### src/rtl/quad_updown_decoder_pkg.sv
// Shared types and helpers for the quadrature up/down decoder.
// Gray-code constants follow the "A leads" (count-up) order.
package quad_pkg;

  typedef enum logic [0:0] {
    ST_INIT = 1'b0,
    ST_RUN  = 1'b1
  } state_e;

  typedef enum logic [1:0] {
    MV_NONE    = 2'b00,
    MV_UP      = 2'b01,
    MV_DOWN    = 2'b10,
    MV_ILLEGAL = 2'b11
  } move_e;

  // {A, B} phase pairs in counting-up order
  localparam logic [1:0] GRAY_0 = 2'b00;
  localparam logic [1:0] GRAY_1 = 2'b10;
  localparam logic [1:0] GRAY_2 = 2'b11;
  localparam logic [1:0] GRAY_3 = 2'b01;

  function automatic move_e decode_move(input logic [1:0] prev, input logic [1:0] cur);
    logic [1:0] up_next;
    move_e      mv;
    case (prev)
      GRAY_0:  up_next = GRAY_1;
      GRAY_1:  up_next = GRAY_2;
      GRAY_2:  up_next = GRAY_3;
      GRAY_3:  up_next = GRAY_0;
      default: up_next = GRAY_1;
    endcase
    if (prev == cur) begin
      mv = MV_NONE;
    end else if ((prev ^ cur) == 2'b11) begin
      mv = MV_ILLEGAL;
    end else if (cur == up_next) begin
      mv = MV_UP;
    end else begin
      mv = MV_DOWN;
    end
    return mv;
  endfunction

endpackage

### src/rtl/quad_updown_decoder_if.sv
// Encoder-side inputs and decoded-position outputs of the decoder.
// master drives the encoder phases and controls; slave is the decoder.
interface quad_updown_decoder_if #(
  parameter int CNT_W = 4
);
  logic             enc_a;
  logic             enc_b;
  logic             clr;
  logic             err_clr;
  logic             step;
  logic             dir;
  logic [CNT_W-1:0] pos;
  logic             err;

  modport master (
    output enc_a, enc_b, clr, err_clr,
    input  step, dir, pos, err
  );

  modport slave (
    input  enc_a, enc_b, clr, err_clr,
    output step, dir, pos, err
  );
endinterface

### src/rtl/quad_glitch_filter.sv
// Two-flop synchroniser plus stable-count glitch filter for one encoder phase.
// load snaps the filtered output to the synchronised value with no qualification.
module quad_glitch_filter #(
  parameter int FILT_LEN = 2
) (
  input  logic clk,
  input  logic rst,
  input  logic load,
  input  logic d,
  output logic q,
  output logic sync
);

  localparam int FC_W = (FILT_LEN > 1) ? $clog2(FILT_LEN) : 1;

  logic            s1_q;
  logic            s2_q;
  logic            filt_q;
  logic            filt_d;
  logic [FC_W-1:0] fc_q;
  logic [FC_W-1:0] fc_d;

  // Filter next state: s2 must differ from filt for FILT_LEN edges in a row
  always_comb begin
    filt_d = filt_q;
    fc_d   = fc_q;
    if (load) begin
      filt_d = s2_q;
      fc_d   = FC_W'(0);
    end else if (s2_q == filt_q) begin
      fc_d   = FC_W'(0);
    end else if (fc_q == FC_W'(FILT_LEN - 1)) begin
      filt_d = s2_q;
      fc_d   = FC_W'(0);
    end else begin
      fc_d   = fc_q + FC_W'(1);
    end
  end

  // Synchroniser and filter state registers
  always_ff @(posedge clk) begin
    if (rst) begin
      s1_q   <= 1'b0;
      s2_q   <= 1'b0;
      filt_q <= 1'b0;
      fc_q   <= FC_W'(0);
    end else begin
      s1_q   <= d;
      s2_q   <= s1_q;
      filt_q <= filt_d;
      fc_q   <= fc_d;
    end
  end

  assign q    = filt_q;
  assign sync = s2_q;

endmodule

### src/rtl/quad_updown_decoder.sv
// Quadrature decoder: filters A/B, emits step/dir pulses and a wrapping position.
// Illegal double-bit transitions latch a sticky error until err_clr.
module quad_updown_decoder
  import quad_pkg::*;
#(
  parameter int CNT_W    = 4,
  parameter int FILT_LEN = 2
) (
  input  logic                      clk,
  input  logic                      rst,
  quad_updown_decoder_if.slave      bus
);

  localparam int INIT_LAST = FILT_LEN + 1;
  localparam int INIT_W    = $clog2(INIT_LAST + 1);

  state_e           state_q, state_d;
  logic [INIT_W-1:0] init_cnt_q, init_cnt_d;
  logic [1:0]       prev_q, prev_d;
  logic             step_q, step_d;
  logic             dir_q, dir_d;
  logic [CNT_W-1:0] pos_q, pos_d;
  logic             err_q, err_d;

  logic  load_s;
  logic  filt_a_s, filt_b_s;
  logic  sync_a_s, sync_b_s;
  logic [1:0] cur_s;
  move_e move_s;

  quad_glitch_filter #(.FILT_LEN(FILT_LEN)) u_filt_a (
    .clk  (clk),
    .rst  (rst),
    .load (load_s),
    .d    (bus.enc_a),
    .q    (filt_a_s),
    .sync (sync_a_s)
  );

  quad_glitch_filter #(.FILT_LEN(FILT_LEN)) u_filt_b (
    .clk  (clk),
    .rst  (rst),
    .load (load_s),
    .d    (bus.enc_b),
    .q    (filt_b_s),
    .sync (sync_b_s)
  );

  assign cur_s  = {filt_a_s, filt_b_s};
  assign move_s = decode_move(prev_q, cur_s);

  // Next state and output decode; INIT waits out sync+filter latency before trusting phases
  always_comb begin
    state_d    = state_q;
    init_cnt_d = init_cnt_q;
    prev_d     = prev_q;
    step_d     = 1'b0;
    dir_d      = dir_q;
    pos_d      = pos_q;
    err_d      = err_q;
    load_s     = 1'b0;
    case (state_q)
      ST_INIT: begin
        if (init_cnt_q == INIT_W'(INIT_LAST)) begin
          load_s     = 1'b1;
          prev_d     = {sync_a_s, sync_b_s};
          init_cnt_d = INIT_W'(0);
          state_d    = ST_RUN;
        end else begin
          init_cnt_d = init_cnt_q + INIT_W'(1);
        end
      end
      ST_RUN: begin
        prev_d = cur_s;
        case (move_s)
          MV_UP: begin
            step_d = 1'b1;
            dir_d  = 1'b1;
            pos_d  = pos_q + CNT_W'(1);
          end
          MV_DOWN: begin
            step_d = 1'b1;
            dir_d  = 1'b0;
            pos_d  = pos_q - CNT_W'(1);
          end
          MV_ILLEGAL: begin
            err_d = 1'b1;
          end
          default: begin
            step_d = 1'b0;
          end
        endcase
        // clr overrides the count but the step itself is still reported
        if (bus.clr) begin
          pos_d = CNT_W'(0);
        end else begin
          pos_d = pos_d;
        end
        if (bus.err_clr && (move_s != MV_ILLEGAL)) begin
          err_d = 1'b0;
        end else begin
          err_d = err_d;
        end
      end
      default: begin
        state_d    = ST_INIT;
        init_cnt_d = INIT_W'(0);
      end
    endcase
  end

  // State and registered-output flops
  always_ff @(posedge clk) begin
    if (rst) begin
      state_q    <= ST_INIT;
      init_cnt_q <= INIT_W'(0);
      prev_q     <= 2'b00;
      step_q     <= 1'b0;
      dir_q      <= 1'b0;
      pos_q      <= CNT_W'(0);
      err_q      <= 1'b0;
    end else begin
      state_q    <= state_d;
      init_cnt_q <= init_cnt_d;
      prev_q     <= prev_d;
      step_q     <= step_d;
      dir_q      <= dir_d;
      pos_q      <= pos_d;
      err_q      <= err_d;
    end
  end

  assign bus.step = step_q;
  assign bus.dir  = dir_q;
  assign bus.pos  = pos_q;
  assign bus.err  = err_q;

endmodule

### src/flat_wrapper.sv
// flat-port wrapper written by rule: the top's interface ports become plain ports
module quad_updown_decoder_flat import quad_pkg::*;
#(
  parameter int CNT_W    = 4,
  parameter int FILT_LEN = 2
)
  (clk, rst, bus_enc_a, bus_enc_b, bus_clr, bus_err_clr, bus_step, bus_dir, bus_pos, bus_err);
  quad_updown_decoder_if #(.CNT_W(CNT_W)) bus_i ();
  input  logic clk;
  input  logic rst;
  input wire logic [$bits(bus_i.enc_a)-1:0] bus_enc_a;
  input wire logic [$bits(bus_i.enc_b)-1:0] bus_enc_b;
  input wire logic [$bits(bus_i.clr)-1:0] bus_clr;
  input wire logic [$bits(bus_i.err_clr)-1:0] bus_err_clr;
  output wire logic [$bits(bus_i.step)-1:0] bus_step;
  output wire logic [$bits(bus_i.dir)-1:0] bus_dir;
  output wire logic [$bits(bus_i.pos)-1:0] bus_pos;
  output wire logic [$bits(bus_i.err)-1:0] bus_err;
  assign bus_i.enc_a = bus_enc_a;
  assign bus_i.enc_b = bus_enc_b;
  assign bus_i.clr = bus_clr;
  assign bus_i.err_clr = bus_err_clr;
  assign bus_step = bus_i.step;
  assign bus_dir = bus_i.dir;
  assign bus_pos = bus_i.pos;
  assign bus_err = bus_i.err;
  quad_updown_decoder #(.CNT_W(CNT_W), .FILT_LEN(FILT_LEN)) u_core (.clk(clk), .rst(rst), .bus(bus_i));
endmodule
### config.mk
export PLATFORM = sky130hd
export DESIGN_NAME = quad_updown_decoder_flat
export DESIGN_NICKNAME = d
export VERILOG_FILES = /design/src/rtl/quad_updown_decoder_pkg.sv /design/src/rtl/quad_updown_decoder_if.sv /design/src/rtl/quad_glitch_filter.sv /design/src/rtl/quad_updown_decoder.sv /design/src/flat_wrapper.sv
export SDC_FILE = /design/constraint.sdc
export NUM_CORES = 1
export LEC_CHECK = 0
export BUFFER_PORTS_ARGS = -buffer_cell sky130_fd_sc_hd__buf_2
export CAP_MARGIN = 20
export CORE_MARGIN = 2
export CORE_UTILIZATION = 50
export DETAILED_ROUTE_END_ITERATION = 16
export PLACE_DENSITY = 0.71
export SKIP_CTS_REPAIR_TIMING = 1
export SYNTH_ARGS = -nofsm -noshare
export SYNTH_HDL_FRONTEND = slang
export SYNTH_SLANG_ARGS = --single-unit
export TNS_END_PERCENT = 5
### constraint.sdc
create_clock -name clk -period 4.4 [get_ports clk]
set_clock_uncertainty 0.05 [all_clocks]
set_input_delay 0.88 -clock clk [delete_from_list [all_inputs] [get_ports clk]]
set_output_delay 0.88 -clock clk [all_outputs]
set_load 0.01 [all_outputs]
[After elaboration in Yosys (flattened, before gate mapping)]
Cells that the tools add are included.
Word-level totals
  register bits after elaboration: 20
  logic and storage cells: 76
Operators by class
  $add $sub $neg: 5
  equality and inequality tests: 16
  muxes and demuxes: 22
  bitwise operators: 2
  reduce and logical (&&, ||, !) cells: 16
Operator list (count)
  == test 2 bit, second input constant: 6
  two-way mux 1 bit: 12
  two-way mux 2 bit: 5
  AND reduction 2 bit: 5
  one-hot mux 2 bit (4 select lines): 1
  one-hot mux 4 bit (2 select lines): 1
  nonzero test 2 bit: 4
  OR reduction 4 bit: 2
  inequality test 2 x 1 -> 1 bit, second input constant: 3
  adder 4 x 1 -> 4 bit, second input constant: 1
  == test 2 x 1 -> 1 bit, second input constant: 2
  == test 2 bit: 2
  two-way mux 4 bit: 1
  one-hot mux 2 bit (2 select lines): 1
  OR reduction 2 bit: 2
  subtractor 4 x 1 -> 4 bit, second input constant: 1
  nonzero test 3 bit: 1
  adder 1 bit, second input constant: 2
  adder 2 x 1 -> 2 bit, second input constant: 1
  == test 1 bit: 2
  zero test 2 bit: 1
  inequality test 2 bit, second input constant: 1
  one-hot mux 1 bit (2 select lines): 1
  bitwise XOR 2 bit: 1
  other kinds (2): 2

[Depth between registers and ports, before layout]
Gate-level depths: netlist of the first run.
  depth after elaboration: 10
  mapped depth: 11
  depth with buffers taken out: 10

[By module]
A second synthesis of the first run with hierarchy kept.
Unflattened totals
  cell total of the unflattened synthesis: 102
  area, all modules: 920.9 µm²
By module, submodules not included
  quad_updown_decoder: instances 1, cells an instance 80, area each 668.1 µm²
  quad_glitch_filter: instances 2, cells an instance 11, area each 126.4 µm²

[Worst setup path after synthesis of the first run]
Ideal clock, no wire load.
  path kind: register to register
  start: register u_core.u_filt_b.filt_q, in the netlist u_core.u_filt_b.q
  end: register u_core.pos_q[3], in the netlist u_core.bus.pos[3]
  library setup time: 74 ps
  arrival time: 2161 ps
  required time: 4276 ps
  path slack: 2115 ps
  stages on the path, launching flop included: 11
  path buffers: 1
  clock period less this slack: 2285 ps
  path through: dfxtp_1 > buf_2 > nand2_1 > o21ai_0 > o21ai_0 > ha_1 > ha_1 > o211a_1 > a211o_1 > a211o_1 > a31oi_1
Between the ends
  longest elaborated chain between the ends: 7
  elaborated cells between the ends (all ways): 13
  classes of those cells: 5 x eq/ne; 5 x mux; 1 x bitwise; 2 x reduce/logical
Ends and longest elaborated chain
  start: declaration: line quad_glitch_filter.sv:18  | logic filt_q;
  start signal: assignment: line quad_glitch_filter.sv:50  | filt_q <= filt_d;
  == test 2 bit / bitwise XOR 2 bit (equally long branches): line quad_updown_decoder_pkg.sv:37, quad_updown_decoder_pkg.sv:35
  two-way mux 2 bit / == test 2 bit (equally long branches): line quad_updown_decoder_pkg.sv:37, quad_updown_decoder_pkg.sv:35
  two-way mux 2 bit: line quad_updown_decoder_pkg.sv:35  | end else if ((prev ^ cur) == 2'b11) begin
  two-way mux 2 bit (*): line quad_updown_decoder_pkg.sv:33  | if (prev == cur) begin
  == test 2 bit / == test 2 x 1 -> 1 bit (equally long branches): line quad_updown_decoder.sv:75  | case (move_s)
  one-hot mux 4 bit (2 select lines) / nonzero test 3 bit (equally long branches)
  two-way mux 4 bit / AND reduction 2 bit (equally long branches)
  end signal: assignment: line quad_updown_decoder.sv:128  | pos_q <= pos_d;
  end: declaration: line quad_updown_decoder.sv:22  | logic [CNT_W-1:0] pos_q, pos_d;
Every way passes the cells marked *; elsewhere a longest branch is shown, timed or not.
A chain may end at the register's enable or synchronous reset.

[Worst setup path in the final report of the first run]
Ends and elaborated chain as after synthesis.

==> results.json, run 1 <==
{
  "outcome": "completed",
  "syn_to_final_growth_pct": 11.6,
  "grt_antenna_before_repair": 0,
  "yosys.cell_types.count": 30,
  "worstHoldStart": "u_core.u_filt_b.s1_q",
  "drv_cap": 0,
  "clock_latency_ns": 0.30,
  "totalWireLength_um": 1520,
  "post-route-period-util_pct": 57.4,
  "worstPathRequired_ns": 4.58,
  "grt_pass1_wl_um": 2440,
  "fmax_mhz": 396,
  "fillers": 158,
  "crit_start": "u_core.u_filt_b.q",
  "grt_pass1_vias": 583,
  "core_area_um2": 1750,
  "synth_top_family_by_area": "simple AND/OR/NAND/NOR gates",
  "drv_slew": 0,
  "initial_utilization_pct": 53.2,
  "wl_per_cell_um": 10.7,
  "holdPathStages": 1,
  "fin_setup_tns_ns": 0,
  "drc_errors": 0,
  "tightest_slew_ns": 0.764,
  "drt_first_pass_iters": 4,
  "htree_levels": 1,
  "clk_path_buf_depth": 2,
  "synth-edff-count": 0,
  "port_buffers": 12,
  "die_width_um": 47.1,
  "synth-xor-area-share_pct": 5.66,
  "synthAdderAreaFrac_pct": 8.09,
  "hold_viol_final": 0,
  "cts.sinks": 20,
  "crit_type": "reg -> reg",
  "n_antenna_cell": 0,
  "dp.cells": 138,
  "synth_compound_area_share_pct": 15.6,
  "relSlewSlack_pct": 48.6,
  "dieHeight_um": 47.1,
  "netlist_instances": 106,
  "die_area_um2": 2220,
  "reg2reg_from": "u_core.u_filt_b.q",
  "cts-buffers-inserted": 3,
  "yosysMostFrequentCell": "dfxtp_1",
  "async_flop_share_pct": 0,
  "synthTopCellsByArea": "dfxtp_1 (43%), ha_1 (8.1%), nor2_1 (6.5%), nor2b_1 (4.7%), a21oi_1 (4.3%)",
  "path_clk_slew_ns": 0.10,
  "syn_area_um2": 928,
  "synth_top_area_cell": "dfxtp_1",
  "finalNonFillerCells": 142,
  "num_rows": 15,
  "grt_max_degree": 21,
  "setup_viol": 0,
  "ys_seq_area_share_pct": 43.1,
  "synth_top_area_share_pct": 43.1,
  "rsz0062_at_grt": "false",
  "largest_reg_flops": 4,
  "synth_common_cells": "dfxtp_1 (20), nor2_1 (16), a21oi_1 (8)",
  "place.gp.congestion": 0.757,
  "synthSimpleGateAreaFrac_pct": 19.8,
  "io_pins": 13,
  "vdd_drop_max_v": 0.000260,
  "synth_nets": 118,
  "ant_nets": 0,
  "r2r.worst_path.cells": 8,
  "grt_use_total_pct": 16.3,
  "grt_overflow_total": 0,
  "drt_iter0_drc": 8,
  "cp-end-kind": "register",
  "drive_gt1_share_pct": 13.7,
  "fin_nets": 130,
  "crit_fanout": 10,
  "cts-root-buf": "clkbuf_4",
  "syn_area_per_cell_um2": 8.76,
  "synth_top_flop_cell": "dfxtp_1",
  "ys_ff_latch": 20,
  "power_density_nw_per_um2": 333,
  "synthMuxAreaShare_pct": 4.31,
  "cp.arrival_ns": 2.71,
  "ys.warnings.count": 0,
  "vias": 710,
  "drt-vias-per-instance": 5.00,
  "hold_ws_ns": 0.400,
  "cts_tree": "yes",
  "hold_class": "reg -> reg",
  "dp_hpwl_um": 1110,
  "fin_crit_ns": 2.53,
  "setup.worst_path.start_class": "register",
  "p_leak_nw": 0.456
}
## where the power goes
| group | total [mW] | switching [mW] | internal (mW) |
|---|---|---|---|
| clock network | 0.104 | 0.0536 | 0.0505 |
| logic | 0.0396 | 0.0210 | 0.0186 |
| registers | 0.201 | 0.0105 | 0.191 |
| total | 0.345 | 0.0852 | 0.260 |
## cell usage in the layout, fill, tap and decap left out, drive strengths merged, types with 4 or more instances in the layout
master  Yosys  routed
buf         2      12
a21oi       8       8
dfxtp      20      20
nand2       7       7
o21ai       5       5
clkbuf      3       4
nor2b       7       7
nor2       16      16
mux2i       4       4
ha          6       6
## per-layer routing
layer / track usage, % / vias up / wire [µm]
li1: - / 392 / -
met1: 20.3 / 304 / 779
met2: 24.1 / 12 / 660
met3: 8.08 / 2 / 64
met4: 6.67 / 0 / 14
met5: 0 / - / 0
## kinds of logic after synthesis
| group | Yosys count |
|---|---|
| simple gates | 39 |
| fa+ha+maj | 6 |
| mux | 4 |
| flops | 20 |
| buf+inv | 8 |
| xor+xnor | 6 |
| compound gates | 23 |
## stage by stage
step	cell area [µm²]	total power, mW	util [%]	setup slack (ns)
finish	1040	0.345	59.4	1.87
CTS	1040	0.350	59.4	1.88
global placement	1000	0.244	57.3	2.02
detailed placement	1000	0.246	57.3	1.93
global route	1040	0.364	59.4	1.72
floorplan	928	0.236	-	2.11
## critical path, cell delays in order (launching register included)
cell and delay [ns]:
dfxtp_1 0.54, o21ai_0 0.12, o21ai_0 0.30, ha_1 0.29, ha_1 0.29, o211a_1 0.15, a211o_1 0.28, a211o_1 0.25
a31oi_1 0.18
## final timing paths
check,to,slack (ns)
worst max-delay path,u_core.bus.pos[3],1.87
worst min-delay path,u_core.u_filt_b.sync,0.40
worst max register to register,u_core.bus.pos[3],1.87
worst min register to register,u_core.u_filt_b.sync,0.40
## area by class of cell
cell class | instances | area [µm²] | share of cell area (%)
Tap cell | 25 | 31.3 | 3.02
Clock buffer | 4 | 36.3 | 3.50
Multi-Input combinational cell | 78 | 497 | 47.9
Sequential cell | 20 | 400 | 38.6
Inverter | 3 | 11.3 | 1.09
Timing Repair Buffer | 12 | 60.1 | 5.80
(Power assumes the default switching activity.)
==> run 2, diff against run 1 <==
ABC_AREA = 1   (was default)
clock period = 2.4 ns   (was 4.4 ns; I/O delays follow)
==> results.json, run 2 <==
{
  "cp_slowest_cell": "dfxtp_1",
  "rsz0062_at_grt": "false",
  "port_buffers": 12,
  "die_area_um2": 2270,
  "crit_fanout": 6,
  "p_leak_nw": 0.550,
  "synth_top_area_cell": "dfxtp_1",
  "vdd_drop_max_v": 0.000564,
  "worst_path_dominant_cell_family": "compound AO/OA/AOI/OAI gates",
  "cts-buffers-inserted": 3,
  "setup_viol": 0,
  "syn_area_per_cell_um2": 7.44,
  "power_density_nw_per_um2": 857,
  "grt_antenna_before_repair": 0,
  "ys_seq_area_share_pct": 42.0,
  "hold_class": "in -> reg",
  "crit_type": "reg -> reg",
  "post-route-period-util_pct": 91.4,
  "place.gp.congestion": 0.774,
  "fin_ws_ns": 0.206,
  "drt_iter0_drc": 13,
  "largest_reg_flops": 4,
  "drive_gt1_share_pct": 15.5,
  "grt_max_degree": 13,
  "relSlewSlack_pct": 76.9,
  "grt_pass1_vias": 627,
  "io_pins": 13,
  "max_stage_delay_ns": 0.48,
  "vias": 801,
  "cts-root-buf": "clkbuf_4",
  "finalNonFillerCells": 167,
  "worstPathRequired_ns": 2.59,
  "synth_common_cells": "nand2_1 (25), inv_1 (21), dfxtp_1 (20)",
  "drc_errors": 0,
  "clk_path_buf_depth": 2,
  "clock_latency_ns": 0.30,
  "final_area_um2": 1090,
  "totalWireLength_um": 1590,
  "die_width_um": 47.6,
  "crit_chain": "xnor2_2 > inv_1 > o21ai_1 > inv_2 > ha_1 > inv_1 > nand2_1 > and2_1 > ha_1 > a21oi_1 > and2_1 > o21ai_1 > a21oi_1",
  "htree_levels": 1,
  "n_antenna_cell": 0,
  "postPlaceCellArea_um2": 1030,
  "synth_nets": 140,
  "drv_slew": 0,
  "synth_top_area_share_pct": 42.0,
  "layout_commonest_cell": "nand2_1",
  "use_met2_pct": 29.5,
  "async_flop_share_pct": 0,
  "gr-usage-met1_pct": 15.7,
  "path_buf_inv": 3,
  "drv_cap": 0,
  "synthTopCellsByArea": "dfxtp_1 (42%), nand2_1 (9.9%), inv_1 (8.3%), ha_1 (7.9%), nor2_1 (4.7%)",
  "tightest_slew_ns": 0.346,
  "ys.warnings.count": 0,
  "num_rows": 15,
  "use_met3_pct": 8.30,
  "grt_overflow_total": 0,
  "cp.arrival_ns": 2.39,
  "cp-end-kind": "register",
  "mostFrequentLayoutCells": "nand2_1 (25), inv_1 (21), dfxtp_1 (20)",
  "post-place-ws_ns": 0.228,
  "hold_viol_final": 0,
  "syn_area_um2": 952,
  "dp.cells": 163,
  "synth-edff-count": 0,
  "cts.sinks": 20,
  "drt_first_pass_iters": 4,
  "ys_ff_latch": 20,
  "busiest_layer": "met2",
  "fin_crit_ns": 2.19,
  "outcome": "completed",
  "netlist_instances": 128,
  "grt_pass1_wl_um": 2470,
  "syn_to_final_growth_pct": 14.7,
  "drt-vias-per-instance": 4.80,
  "yosys.cell_types.count": 20,
  "dieHeight_um": 47.6,
  "fin_nets": 155,
  "yosysMostFrequentCell": "nand2_1",
  "ant_nets": 0,
  "setup.worst_path.start_class": "register",
  "core_area_um2": 1760,
  "fmax_mhz": 456,
  "wl_per_cell_um": 9.50,
  "fillers": 163,
  "cts_tree": "yes",
  "grt_use_total_pct": 16.5,
  "dp_hpwl_um": 1220,
  "initial_utilization_pct": 54.0,
  "synth_top_flop_cell": "dfxtp_1",
  "fin_setup_tns_ns": 0,
  "path_clk_slew_ns": 0.11
}
==> run 2: report_power, final <==
part	total (mW)	switching, mW	internal (mW)	leakage (nW)
registers	0.403	0.0357	0.367	0.163
logic	0.261	0.151	0.110	0.359
clock network	0.272	0.103	0.169	0.0279
total	0.936	0.290	0.646	0.550
==> run 2: cells by family (layout without fill, tap and decap cells) <==
family	Yosys count	after routing	share of synthesized area (%)
flip-flops	20	20	42.0
XOR/XNOR	5	5	4.60
buffers and inverters	25	39	10.3
AND/OR/NAND/NOR	52	52	23.4
adder cells (fa/ha/maj)	6	6	7.88
AO/OA/AOI/OAI	20	20	11.8
==> run 2: cell type report <==
class	instances	area, µm²	share of cell area [%]
sequential	20	400	36.7
inverter	23	86.3	7.90
clock buffer	3	22.5	2.06
clock inverter	1	30.0	2.75
timing repair buffer	12	60.1	5.50
tap	25	31.3	2.86
multi-input combinational	83	462	42.3
==> run 2: worst paths after layout <==
kind | startpoint | to | slack, ns | depth (start not counted)
setup / recovery | u_core.u_filt_a.q | u_core.bus.pos[2] | 0.21 | 13
hold / removal | bus_enc_a | u_core.u_filt_a.s1_q | 0.32 | 3
setup reg to reg | u_core.u_filt_a.q | u_core.bus.pos[2] | 0.21 | 13
hold reg to reg | u_core.u_filt_a.s1_q | u_core.u_filt_a.sync | 0.36 | 2
==> run 2: worst reg2reg max path, stage by stage (launching register included) <==
cell and delay, ns:
dfxtp_1 0.48, xnor2_2 0.17, inv_1 0.05, o21ai_1 0.20
inv_2 0.06, ha_1 0.23, inv_1 0.07, nand2_1 0.06
and2_1 0.13, ha_1 0.17, a21oi_1 0.16, and2_1 0.15
o21ai_1 0.06, a21oi_1 0.11
==> run 2: through the flow <==
stage                     power, mW  hold slack, ns  utilization [%]
after floorplan               0.616           0.338                -
after global placement        0.660           0.352             58.5
after detailed placement      0.670           0.348             58.5
after CTS                     0.943           0.311             61.5
after global routing           1.00           0.314             61.9
final                         0.936           0.320             61.9
==> run 2: routing by layer <==
| layer | share of wire (%) | wire length, µm |
|---|---|---|
| met1 | 44 | 701 |
| met2 | 49 | 774 |
| met3 | 5.6 | 89 |
| met4 | 1.3 | 21 |
| met5 | 0 | 0 |
